<file path="config.mk">
export PLATFORM = sky130hd
export DESIGN_NAME = weight_fetch_engine
export DESIGN_NICKNAME = d
export VERILOG_FILES = /design/src/rtl/weight_fetch_engine_pkg.sv /design/src/rtl/weight_fetch_fifo.sv /design/src/rtl/weight_fetch_engine.sv
export SDC_FILE = /design/constraint.sdc
export NUM_CORES = 1
export LEC_CHECK = 0
export BUFFER_PORTS_ARGS = -buffer_cell sky130_fd_sc_hd__buf_2
export CAP_MARGIN = 30
export CORE_MARGIN = 2
export CORE_UTILIZATION = 57
export CTS_CLUSTER_DIAMETER = 80
export CTS_CLUSTER_SIZE = 40
export DETAILED_ROUTE_END_ITERATION = 8
export GPL_ROUTABILITY_DRIVEN = 0
export PLACE_DENSITY = 0.85
export RECOVER_POWER = 25
export REMOVE_ABC_BUFFERS = 1
export SETUP_SLACK_MARGIN = 0.05
export SYNTH_ARGS = -nofsm -noshare
export SYNTH_HDL_FRONTEND = slang
export SYNTH_HIERARCHICAL = 1
export SYNTH_SLANG_ARGS = --single-unit
</file>
<file path="constraint.sdc">
create_clock -name clk -period 3.35 [get_ports clk]
set_input_delay 0.67 -clock clk [delete_from_list [all_inputs] [get_ports clk]]
set_output_delay 0.67 -clock clk [all_outputs]
set_load 0.005 [all_outputs]
</file>
<file path="src/rtl/weight_fetch_engine_pkg.sv">
// rtl/weight_fetch_engine_pkg.sv - shared EPU types and widths for the weight fetch engine
//
// Purpose: state encoding and default bus widths for the weight-buffer requester.
// Ports:   none (package).

// Fallback for builds that do not pull in the CPU definition header first.
`ifndef WRITE_DIS
`define WRITE_DIS 1'b1
`endif

package weight_fetch_engine_pkg;

    localparam int WEIGHT_ADDR_W = 17;
    localparam int WEIGHT_DATA_W = 32;

    typedef enum logic [1:0] {
        IDLE  = 2'd0,
        FETCH = 2'd1,
        DRAIN = 2'd2,
        DONE  = 2'd3
    } weight_fetch_state_t;

endpackage

</file>
<file path="src/rtl/weight_fetch_fifo.sv">
// rtl/weight_fetch_fifo.sv - small synchronous in-order buffer for fetched weight words
//
// Purpose: DEPTH x WIDTH FIFO; push and pop may coincide at any occupancy.
// Ports:   clk, rst (async active-high)
//          push_i/din_i   write side
//          pop_i/dout_o   read side, dout_o is the head word (0 when empty)
//          count_o, full_o, empty_o  occupancy status

module weight_fetch_fifo #(
    parameter int DEPTH = 4,
    parameter int WIDTH = 32
) (
    input  logic                     clk,
    input  logic                     rst,
    input  logic                     push_i,
    input  logic [WIDTH-1:0]         din_i,
    input  logic                     pop_i,
    output logic [WIDTH-1:0]         dout_o,
    output logic [$clog2(DEPTH):0]   count_o,
    output logic                     full_o,
    output logic                     empty_o
);

    localparam int PTR_W = $clog2(DEPTH);
    localparam int CNT_W = PTR_W + 1;

    logic [WIDTH-1:0] mem_q [DEPTH];
    logic [PTR_W-1:0] wr_ptr_q, wr_ptr_d;
    logic [PTR_W-1:0] rd_ptr_q, rd_ptr_d;
    logic [CNT_W-1:0] count_q, count_d;
    logic             do_push;
    logic             do_pop;

    assign empty_o = (count_q == '0);
    assign full_o  = (count_q == CNT_W'(DEPTH));
    assign count_o = count_q;
    assign dout_o  = empty_o ? '0 : mem_q[rd_ptr_q];

    // A pop frees the head slot in the same edge, so a full FIFO can still accept a push.
    assign do_pop  = pop_i && !empty_o;
    assign do_push = push_i && (!full_o || do_pop);

    always_comb begin
        wr_ptr_d = wr_ptr_q;
        rd_ptr_d = rd_ptr_q;
        count_d  = count_q;
        if (do_push) begin
            wr_ptr_d = wr_ptr_q + PTR_W'(1);
        end
        if (do_pop) begin
            rd_ptr_d = rd_ptr_q + PTR_W'(1);
        end
        case ({do_push, do_pop})
            2'b10:   count_d = count_q + CNT_W'(1);
            2'b01:   count_d = count_q - CNT_W'(1);
            default: count_d = count_q;
        endcase
    end

    always_ff @(posedge clk or posedge rst) begin
        if (rst) begin
            wr_ptr_q <= '0;
            rd_ptr_q <= '0;
            count_q  <= '0;
        end else begin
            wr_ptr_q <= wr_ptr_d;
            rd_ptr_q <= rd_ptr_d;
            count_q  <= count_d;
        end
    end

    // Storage needs no reset: the head is masked to zero while empty.
    always_ff @(posedge clk) begin
        if (do_push) begin
            mem_q[wr_ptr_q] <= din_i;
        end
    end

endmodule

</file>
<file path="src/rtl/weight_fetch_engine.sv">
// rtl/weight_fetch_engine.sv - weight SRAM read initiator streaming words to the conv datapath
//
// Purpose: on start, reads len consecutive words from base and streams them in order.
// Ports:   clk, rst (async active-high)
//          start_i, base_addr_i, len_i        transfer request (sampled in IDLE)
//          busy_o, done_o                     transfer status
//          mem_cs_o, mem_oe_o, mem_addr_o     SRAM read issue / data strobes
//          mem_W_req_o, mem_W_data_o          write side, permanently disabled
//          mem_R_data_i                       SRAM read data
//          w_valid_o, w_data_o, w_ready_i     output stream

module weight_fetch_engine
    import weight_fetch_engine_pkg::*;
#(
    parameter int ADDR_W     = WEIGHT_ADDR_W,
    parameter int DATA_W     = WEIGHT_DATA_W,
    parameter int LEN_W      = 17,
    parameter int FIFO_DEPTH = 4
) (
    input  logic              clk,
    input  logic              rst,
    input  logic              start_i,
    input  logic [ADDR_W-1:0] base_addr_i,
    input  logic [LEN_W-1:0]  len_i,
    output logic              busy_o,
    output logic              done_o,
    output logic              mem_cs_o,
    output logic              mem_oe_o,
    output logic [ADDR_W-1:0] mem_addr_o,
    output logic              mem_W_req_o,
    output logic [DATA_W-1:0] mem_W_data_o,
    input  logic [DATA_W-1:0] mem_R_data_i,
    output logic              w_valid_o,
    output logic [DATA_W-1:0] w_data_o,
    input  logic              w_ready_i
);

    localparam int CNT_W = $clog2(FIFO_DEPTH) + 1;

    weight_fetch_state_t state_q, state_d;
    logic [ADDR_W-1:0]   addr_q, addr_d;           // next address to issue
    logic [ADDR_W-1:0]   last_addr_q, last_addr_d; // address of the most recent issue
    logic [LEN_W-1:0]    len_q, len_d;
    logic [LEN_W-1:0]    issued_q, issued_d;
    logic [LEN_W-1:0]    accepted_q, accepted_d;
    logic                inflight_q, inflight_d;
    logic                zero_done_q, zero_done_d;

    logic [CNT_W-1:0]    fifo_count;
    logic                fifo_full;
    logic                fifo_empty;
    logic [CNT_W:0]      occupancy;
    logic                issue;
    logic                pop;

    // Credits count the word still on the SRAM data bus, so a push can never find the buffer full.
    assign occupancy = {1'b0, fifo_count} + {{CNT_W{1'b0}}, inflight_q};
    assign issue     = (state_q == FETCH) && (issued_q != len_q) && !fifo_full
                    && (occupancy < (CNT_W+1)'(FIFO_DEPTH));
    assign pop       = w_valid_o && w_ready_i;

    assign w_valid_o    = !fifo_empty;
    assign mem_cs_o     = issue;
    assign mem_oe_o     = inflight_q;
    assign mem_addr_o   = issue ? addr_q : last_addr_q;
    assign mem_W_req_o  = `WRITE_DIS;
    assign mem_W_data_o = '0;
    assign busy_o       = (state_q != IDLE) || zero_done_q;
    assign done_o       = (state_q == DONE) || zero_done_q;

    weight_fetch_fifo #(
        .DEPTH (FIFO_DEPTH),
        .WIDTH (DATA_W)
    ) u_fifo (
        .clk     (clk),
        .rst     (rst),
        .push_i  (inflight_q),
        .din_i   (mem_R_data_i),
        .pop_i   (pop),
        .dout_o  (w_data_o),
        .count_o (fifo_count),
        .full_o  (fifo_full),
        .empty_o (fifo_empty)
    );

    always_comb begin
        state_d     = state_q;
        addr_d      = addr_q;
        last_addr_d = last_addr_q;
        len_d       = len_q;
        issued_d    = issued_q;
        accepted_d  = accepted_q + LEN_W'(pop);
        inflight_d  = issue;
        zero_done_d = 1'b0;

        case (state_q)
            IDLE: begin
                if (start_i) begin
                    if (len_i != '0) begin
                        len_d      = len_i;
                        addr_d     = base_addr_i;
                        issued_d   = '0;
                        accepted_d = '0;
                        state_d    = FETCH;
                    end else begin
                        zero_done_d = 1'b1;
                    end
                end
            end
            FETCH: begin
                if (issue) begin
                    issued_d    = issued_q + LEN_W'(1);
                    addr_d      = addr_q + ADDR_W'(1);
                    last_addr_d = addr_q;
                end
                if (issued_q == len_q) begin
                    state_d = DRAIN;
                end
            end
            DRAIN: begin
                if (!inflight_q && fifo_empty && (accepted_q == len_q)) begin
                    state_d = DONE;
                end
            end
            DONE: begin
                state_d = IDLE;
            end
            default: state_d = IDLE;
        endcase
    end

    always_ff @(posedge clk or posedge rst) begin
        if (rst) begin
            state_q     <= IDLE;
            addr_q      <= '0;
            last_addr_q <= '0;
            len_q       <= '0;
            issued_q    <= '0;
            accepted_q  <= '0;
            inflight_q  <= 1'b0;
            zero_done_q <= 1'b0;
        end else begin
            state_q     <= state_d;
            addr_q      <= addr_d;
            last_addr_q <= last_addr_d;
            len_q       <= len_d;
            issued_q    <= issued_d;
            accepted_q  <= accepted_d;
            inflight_q  <= inflight_d;
            zero_done_q <= zero_done_d;
        end
    end

endmodule

</file>
==> results.py <==
metrics = {
    "final_layout": {
        "finalNonFillerCells": 1117,
        "utilization_pct": 64.3,
        "fillers": 1345,
        "syn_to_final_growth_pct": 10.2,
        "ff_latch_area_mm2": 0.00625,
        "final_area_mm2": 0.0116,
        "drive_gt1_share_pct": 25.8,
        "layout.nets": 966,
        "multi_input_area_mm2": 0.00388,
    },
    "logic_synthesis": {
        "synth_area_leaders": "edfxtp_1 37%, dfrtp_1 23%, mux4_2 6.8%, mux2_2 5.2%, buf_4 2.6%",
        "ys_ff_latch": 224,
        "yosysWarnings": 6,
        "yosysMostFrequentCell": "edfxtp_1",
        "synth_edf_count": 128,
        "netlist_area_mm2": 0.0105,
        "synth_seq_area_share_pct": 59.4,
        "yosys-top-cells-count": "128 x edfxtp_1, 96 x dfrtp_1, 49 x mux2_2",
        "synth_cell_types": 71,
        "synth_top_area_share_pct": 36.5,
        "synthArstFlopShare_pct": 42.9,
        "ys.flop_type": "edfxtp_1",
        "synth_area_leader_cell": "edfxtp_1",
        "synth_cells": 768,
        "syn_avg_cell_area_um2": 13.7,
    },
    "routing": {
        "dr.pass1.iters": 4,
        "vias": 6426,
        "via_per_inst": 5.75,
        "detail-route-antenna-nets": 0,
        "drcViolationCount": 0,
        "wl_per_cell_um": 17.9,
        "wirelength_um": 20000,
        "drtIter0Drc": 426,
    },
    "power_and_ir_drop": {
        "combPwrFrac_pct": 39.3,
        "p_sw_share_pct": 34.1,
        "p_switching_w": 0.00320,
        "power_density_mw_per_mm2": 810,
        "seqPwrFrac_pct": 44.2,
        "p_int_w": 0.00619,
        "p_leak_nw": 4.53,
        "p_clk_share_pct": 16.5,
        "design_power_total_w": 0.00939,
        "ir_drop_mv": 0.615,
    },
    "clock_network": {
        "ctsLongestPathBuffers": 3,
        "cts.sinks": 224,
        "cts_tree": "yes",
        "cts_buffers": 11,
        "clock_latency_ns": 0.48,
        "root_buffer": "clkbuf_16",
        "h-tree-depth": 1,
        "post_cts_buffers": 0,
        "clk_pin_slew_ns": 0.13,
    },
    "timing": {
        "worst_hold_slack_ns": 0.125,
        "setup_violations": 0,
        "clock.fmax_mhz": 316,
        "finClkSkew_ns": 0.0264,
        "tightest_slew_ns": 0.944,
        "hold_viol": 0,
        "period_share_pct": 94.5,
        "rsz0062_at_grt": "no",
        "period_needed_ns": 3.17,
        "relSlewSlack_pct": 36.5,
        "slew_violations": 0,
    },
    "placement": {
        "dp_hpwl_um": 13800,
        "numPlacedInstances": 1099,
        "postPlaceCellArea_mm2": 0.0113,
        "port_buffers": 123,
    },
    "grt": {
        "antenna_found_initial": 1,
        "first_global_vias": 6239,
        "grt_max_degree": 46,
        "grt_first_pass_wirelength_um": 32500,
        "grt_remaining_overflow": 0,
        "track_usage_pct": 20.5,
    },
    "critical_path": {
        "worstPathArrival_ns": 2.50,
        "worstPathRequired_ns": 2.68,
        "critical_path_class": "reg2out",
        "cp_max_fo": 36,
        "start_kind": "flop",
        "endpoint_kind": "primary output",
    },
    "die": {
        "io_pins": 157,
        "die_h_um": 140,
        "rows": 49,
        "coreArea_mm2": 0.0180,
        "start_util_pct": 58.4,
        "die_w_um": 140,
        "die-area_mm2": 0.0196,
    },
    "status": {
        "status": "complete, no violations",
    },
    "worst_hold_path": {
        "hp-class": "in2async",
    },
    "flow_run": {
        "drv_cap": 0,
    },
}
## layer usage
layer	track usage (%)	routed length (µm)
met5	0	0
met4	3.00	269
met2	35.8	10200
met1	28.2	8500
met3	2.96	1060
## area by class of cell
class | count | share of cell area (%)
antenna | 1 | 0.0216
inverter | 21 | 0.691
sequential | 224 | 53.9
multi-input combinational | 483 | 33.5
clock inverter | 4 | 0.551
clock buffer | 13 | 2.44
tap | 229 | 2.47
timing repair buffer | 142 | 6.41
## logic make-up (layout without fill, tap and decap cells)
group / count (synthesis) / after routing / synth area share, %
adders and majority gates: 13 / 13 / 1.62
DFF: 224 / 224 / 59.4
AOI/OAI and AO/OA: 99 / 99 / 6.98
xor gates and xnor gates: 54 / 54 / 4.50
muxes: 84 / 84 / 12.4
and+or+nand+nor: 200 / 200 / 10.1
other: 2 / 34 / 0.0714
buffers and inverters: 92 / 180 / 4.91
## metrics by stage
stage | setup slack (ns) | TNS, ns
after detailed placement | 0.563 | 0
after global placement | 0.614 | 0
final | 0.185 | 0
after global routing | 0.0521 | 0
after CTS | 0.163 | 0
after floorplan | -0.0884 | -1.50
## placed cells by master (no fill, tap or decap), types with 7 or more instances in the layout
cell type	n
edfxtp_1	128
dfrtp_1	94
buf_2	91
mux2_2	49
nand2_1	36
nor2_1	36
and2_1	36
clkbuf_1	34
conb_1	33
mux4_2	32
nand3_1	29
xnor2_1	28
xor2_1	26
inv_1	20
buf_4	17
a21oi_1	16
a31oi_1	16
ha_1	12
nand4_1	11
clkbuf_16	11
nor4_1	10
nor3_1	10
and3_1	8
o21ai_0	7
## critical path, stage by stage (launching register included)
cell and delay [ns]:
dfrtp_1 0.45, or3b_1 0.23, inv_1 0.04, a311oi_1 0.21
nand2_1 0.19, a21oi_4 0.19, buf_12 0.22, mux2_2 0.36
buf_2 0.13
## worst paths after layout
path,slack (ns),cells after the start,from,end
min in group clk,0.43,1,mem_R_data_i[2],u_fifo/mem_q[2][2]
hold reg to reg,0.51,1,last_addr_q[9],last_addr_q[9]
setup reg to reg,0.77,8,u_fifo/count_o[2],addr_q[14]
hold / removal,0.13,2,rst,u_fifo/wr_ptr_q[1]
max in group asynchronous,2.27,3,rst,addr_q[11]
setup / recovery,0.18,8,u_fifo/count_o[2],mem_addr_o[2]
## power by group through the flow
stage | sequential, W | combinational (W) | clock (W)
2_1_floorplan | 0.00412 | 0.00245 | 0
3_3_place_gp | 0.00418 | 0.00363 | 0
3_5_place_dp | 0.00422 | 0.00373 | 0
4_1_cts | 0.00416 | 0.00375 | 0.00160
5_1_grt | 0.00425 | 0.00406 | 0.00169
6_report | 0.00415 | 0.00369 | 0.00155
## flip-flops by register name, indices dropped and copies added, names as in the netlist, 2 cells and up
signal / flops
len_q: 17
u_fifo/rd_ptr_q: 2
u_fifo/count_o: 3
u_fifo/wr_ptr_q: 2
issued_q: 17
state_q: 2
addr_q: 17
accepted_q: 17
last_addr_q: 17
u_fifo/mem_q: 128
## timing repair
| item | CTS | global route |
|---|---|---|
| gates resized for setup | 0 | 1 |
| hold buffers | 0 | 0 |
| endpoints found under the setup margin | 0 | 17 |
No activity file was read; power rests on OpenSTA's default activity.
